### config.mk
export PLATFORM = sky130hd
export DESIGN_NAME = pc_sequencer
export DESIGN_NICKNAME = d
export VERILOG_FILES = /design/src/rtl/pc_sequencer_pkg.sv /design/src/rtl/pc_sequencer_sat_counter.sv /design/src/rtl/pc_sequencer.sv
export SDC_FILE = /design/constraint.sdc
export NUM_CORES = 1
export LEC_CHECK = 0
export ABC_AREA = 1
export CAP_MARGIN = 20
export CORE_MARGIN = 4
export CORE_UTILIZATION = 32
export DETAILED_ROUTE_END_ITERATION = 12
export DONT_BUFFER_PORTS = 1
export GPL_TIMING_DRIVEN = 0
export REMOVE_ABC_BUFFERS = 1
export SYNTH_ARGS = -nofsm -noshare
export SYNTH_HDL_FRONTEND = slang
export SYNTH_SLANG_ARGS = --single-unit
### constraint.sdc
create_clock -name clk -period 1.88 [get_ports clk]
set_input_delay 0.376 -clock clk [delete_from_list [all_inputs] [get_ports clk]]
set_output_delay 0.376 -clock clk [all_outputs]
set_load 0.05 [all_outputs]
### src/rtl/pc_sequencer_pkg.sv
// Shared encodings and defaults for the PC sequencer: FSM states,
// exception codes and the reset/vector addresses.
package pc_sequencer_pkg;

  typedef enum logic [1:0] {
    PCS_RUN   = 2'd0,
    PCS_FLUSH = 2'd1,
    PCS_HALT  = 2'd2
  } pcs_state_t;

  localparam logic [4:0]  EXC_ADEL           = 5'd4;
  localparam logic [31:0] DEFAULT_RESET_PC   = 32'h0000_3000;
  localparam logic [31:0] DEFAULT_EXC_VECTOR = 32'h0000_4180;

endpackage

### src/rtl/pc_sequencer_sat_counter.sv
// Width-parameterised up-counter with synchronous clear that sticks at
// all-ones instead of wrapping; usable for any performance counter.
module sat_counter #(
  parameter int unsigned W = 16
) (
  input  logic         clk,
  input  logic         clr,
  input  logic         en,
  output logic [W-1:0] count
);

  always_ff @(posedge clk) begin
    if (clr)
      count <= '0;
    else if (en && (count != '1))
      count <= count + 1'b1;
  end

endmodule

### src/rtl/pc_sequencer.sv
// Architectural PC register of the single-cycle core: picks next PC from
// npc/exception vector/EPC/hold, and keeps EPC, Cause, EXL and stall stats.
module pc_sequencer
  import pc_sequencer_pkg::*;
#(
  parameter logic [31:0] RESET_PC   = DEFAULT_RESET_PC,
  parameter logic [31:0] EXC_VECTOR = DEFAULT_EXC_VECTOR,
  parameter int unsigned CNT_W      = 16
) (
  input  logic             clk,
  input  logic             rst,
  input  logic [31:0]      npc_in,
  input  logic             stall,
  input  logic             exc_req,
  input  logic [4:0]       exc_code,
  input  logic             eret,
  input  logic             halt_req,
  input  logic             resume,
  output logic [31:0]      pc,
  output logic             inst_valid,
  output logic [31:0]      epc,
  output logic [4:0]       cause,
  output logic             exl,
  output logic             halted,
  output logic             double_fault,
  output logic [CNT_W-1:0] stall_cycles
);

  pcs_state_t state;
  logic       take_eret;
  logic       take_exc;
  logic [4:0] exc_cd;
  logic       cnt_en;

  // Misalignment only matters when the plain npc advance would be taken.
  always_comb begin
    take_eret = eret && exl;
    take_exc  = exc_req ||
                (!halt_req && !stall && !take_eret && (npc_in[1:0] != 2'b00));
    exc_cd    = exc_req ? exc_code : EXC_ADEL;
    cnt_en    = (state == PCS_RUN) && stall && !take_exc && !halt_req;
  end

  always_ff @(posedge clk) begin
    if (rst) begin
      state        <= PCS_RUN;
      pc           <= RESET_PC;
      epc          <= '0;
      cause        <= '0;
      exl          <= 1'b0;
      double_fault <= 1'b0;
    end else begin
      unique case (state)
        PCS_RUN: begin
          if (take_exc) begin
            if (!exl) begin
              epc   <= pc;
              cause <= exc_cd;
              exl   <= 1'b1;
              pc    <= EXC_VECTOR;
              state <= PCS_FLUSH;
            end else begin
              double_fault <= 1'b1;
              state        <= PCS_HALT;
            end
          end else if (halt_req) begin
            state <= PCS_HALT;
          end else if (stall) begin
            pc <= pc;
          end else if (take_eret) begin
            pc  <= epc;
            exl <= 1'b0;
          end else begin
            pc <= npc_in;
          end
        end
        PCS_FLUSH: state <= PCS_RUN;
        PCS_HALT: begin
          if (resume)
            state <= PCS_RUN;
        end
        default: state <= PCS_RUN;
      endcase
    end
  end

  assign inst_valid = (state == PCS_RUN);
  assign halted     = (state == PCS_HALT);

  sat_counter #(.W(CNT_W)) u_stall_cnt (
    .clk   (clk),
    .clr   (rst),
    .en    (cnt_en),
    .count (stall_cycles)
  );

endmodule

==> qor.yml <==
outcome:
  status: "finished clean"
cells_and_area:
  area_delta_synth_final_pct: 13.9
  drive_gt1_share_pct: 10.2
  multi_input_area_um2: 2030
  antenna_cells: 0
  fin_nets: 611
  fillers: 1294
  instances_no_fill: 739
  seqCellArea_um2: 1810
  final_area_um2: 4560
cts:
  clock_latency_ns: 0.34
  htreeDepth: 3
  max-clock-path-buffers: 2
  cts_root_buf: "clkbuf_16"
  numCtsBuffers: 9
  clk_pin_slew_ns: 0.06
  cts_sinks: 89
  cts_tree: "yes"
floorplan:
  dieArea_um2: 14400
  floorplan.initialDensity_pct: 33.1
  num_rows: 40
  ios: 133
  die_w_um: 120
  die_y_um: 120
  core_um2: 12100
setup_path:
  critPathLaunch: "exl"
  cp_max_fo: 51
  crit_path_max_incr_delay_ns: 0.44
  rr_startpoint: "exl"
  crit_path_frequent_cell: "nand2_8"
  cp.arrival_ns: 2.02
  crit_type: "register to register"
  path_cells: "nand2_8 > nand3_4 > nand2_8 > nand2_8 > inv_8 > nand3_1 > a21oi_1"
  endpoint_kind: "register"
  cp_data_required_time_ns: 2.15
  setup.worst_path.start_class: "register"
  cp_slowest_cell: "dfxtp_4"
placed_design:
  io_buffer_count: 0
  placed_area_um2: 4040
  place_ws_ns: -1.87
  placed_cells: 718
  gp_congestion: 0.828
  hpwl_um: 7360
grt:
  grt_pass1_vias: 3377
  grt_util_met3_pct: 6.88
  grt_pass1_wl_um: 18700
  gr-max-usage-layer: "met2"
  gr-total-overflow: 0
  met1_usage_pct: 19.1
  antenna_found_initial: 0
  met2_usage_pct: 26.9
  track_usage_pct: 16.5
  grt_max_degree: 64
sta:
  slew_headroom_pct: 38.9
  finalHoldViolations: 0
  finalSetupTns_ns: 0
  max_freq_ghz: 0.570
  finalSetupViolCount: 0
  slew_violations: 0
  hold_slack_ns: 0.0906
  finalCritPeriodShare_pct: 93.3
  final.setup.worst_slack_ns: 0.126
  tightest_slew_ns: 0.916
  skew_ns: 0.00772
  period_needed_ns: 1.75
  rsz0062_at_grt: "yes"
synthesis:
  ys_ff_latch: 89
  synth-edff-count: 0
  synth_area_leader_cell: "dfxtp_1"
  synthArstFlopShare_pct: 0
  synth_most_common_cell: "nand2_1"
  synth_common_cells: "nand2_1 (130), nor2_1 (114), dfxtp_1 (89)"
  yosys_warnings: 0
  synth_top_area_share_pct: 44.5
  synth_cells: 582
  synth_area_um2: 4010
  synth_area_per_cell_um2: 6.88
  synth-main-ff-cell: "dfxtp_1"
  synth_area_leaders: "dfxtp_1 (44%), nand2_1 (12%), nor2_1 (11%), o21ai_0 (8.6%), a21oi_1 (7.6%)"
  synth_cell_type_count: 31
  synth_seq_area_share_pct: 44.5
route:
  dr.pass1.iters: 5
  ant_nets: 0
  vias_per_cell: 4.97
  vias: 3674
  drt_wl_total_um: 12000
  drtIter0Drc: 234
  drc_errors: 0
  wire_per_inst_um: 16.3
power:
  total_leakage_power_nw: 1.72
  powerDensity_nw_per_um2: 1260
  ir_drop_uv: 369
hold_path:
  worstHoldPathType: "input pin to register"
  min-delay-start: "rst"
run:
  cap_violations: 0
power breakdown:
part | leakage (nW) | internal (mW) | switching [mW]
combinational | 0.824 | 0.228 | 0.540
sequential | 0.740 | 2.10 | 0.925
clock | 0.156 | 1.18 | 0.785
final timing paths:
check        cells past startpoint  slack (ns)                    end
min                              1        0.09  u_stall_cnt.count[10]
max reg2reg                      7        0.13               cause[3]
max                              7        0.13               cause[3]
min reg2reg                      2        0.62   u_stall_cnt.count[4]
stage by stage:
step                      utilization [%]  power, mW
after floorplan                         -       3.51
after global placement               33.4       3.73
after detailed placement             33.4       3.76
after CTS                            37.2       5.81
after global routing                 37.7       6.02
final                                37.7       5.75
timing repair:
action,4_1_cts,5_1_grt
pin swaps,2,0
setup endpoints to repair,89,39
setup buffers,2,0
hold buffers,0,0
gates resized for setup,21,26
cloned,3,0
per-layer routing:
metal | routed length (um) | vias up
li1 | - | 1849
met1 | 4850 | 1675
met2 | 5680 | 130
met3 | 1240 | 20
met4 | 249 | 0
met5 | 0 | -
area by class of cell:
type | count | share of cell area, %
Sequential cell | 89 | 39.7
Timing Repair Buffer | 2 | 0.329
Tap cell | 168 | 4.61
Inverter | 34 | 3.65
Multi-Input combinational cell | 430 | 44.6
Clock buffer | 9 | 4.94
Clock inverter | 7 | 2.25
worst max-delay path: cells and delay by family (launching register included):
family	cells	cell delay (ns)
AO/OA/AOI/OAI	1	0.14
buffers and inverters	1	0.24
flip-flops	1	0.44
AND/OR/NAND/NOR	5	0.83
state kept, by name, summed over array words and instances, names as in the netlist:
register,cells
exl,1
state,2
epc,32
cause,5
u_stall_cnt.count,16
pc,32
double_fault,1
layout by cell type (no fill, tap or decap), types with 2 or more instances in the layout:
cell and instances:
nand2_1 129, nor2_1 113, dfxtp_1 73, o21ai_0 64, a21oi_1 61, inv_1 29, nand3_1 20, dfxtp_2 13
clkbuf_16 9, o21ai_1 5, nand4_1 5, nor2_2 4, nand2_8 4, nand2_4 4, xnor2_1 4, xor2_1 3
clkinv_4 3, dfxtp_4 3, clkinvlp_4 2, nor2_4 2, o31ai_1 2, bufinv_16 2, buf_4 2
logic make-up after synthesis:
family	after synthesis	share of synthesized area (%)
AOI/OAI and AO/OA	135	17.2
DFF	89	44.5
xor gates and xnor gates	7	1.53
and+or+nand+nor	284	29.0
adders and majority gates	1	0.312
buffers and inverters	66	7.56
No activity file was read; power rests on OpenSTA's default activity.
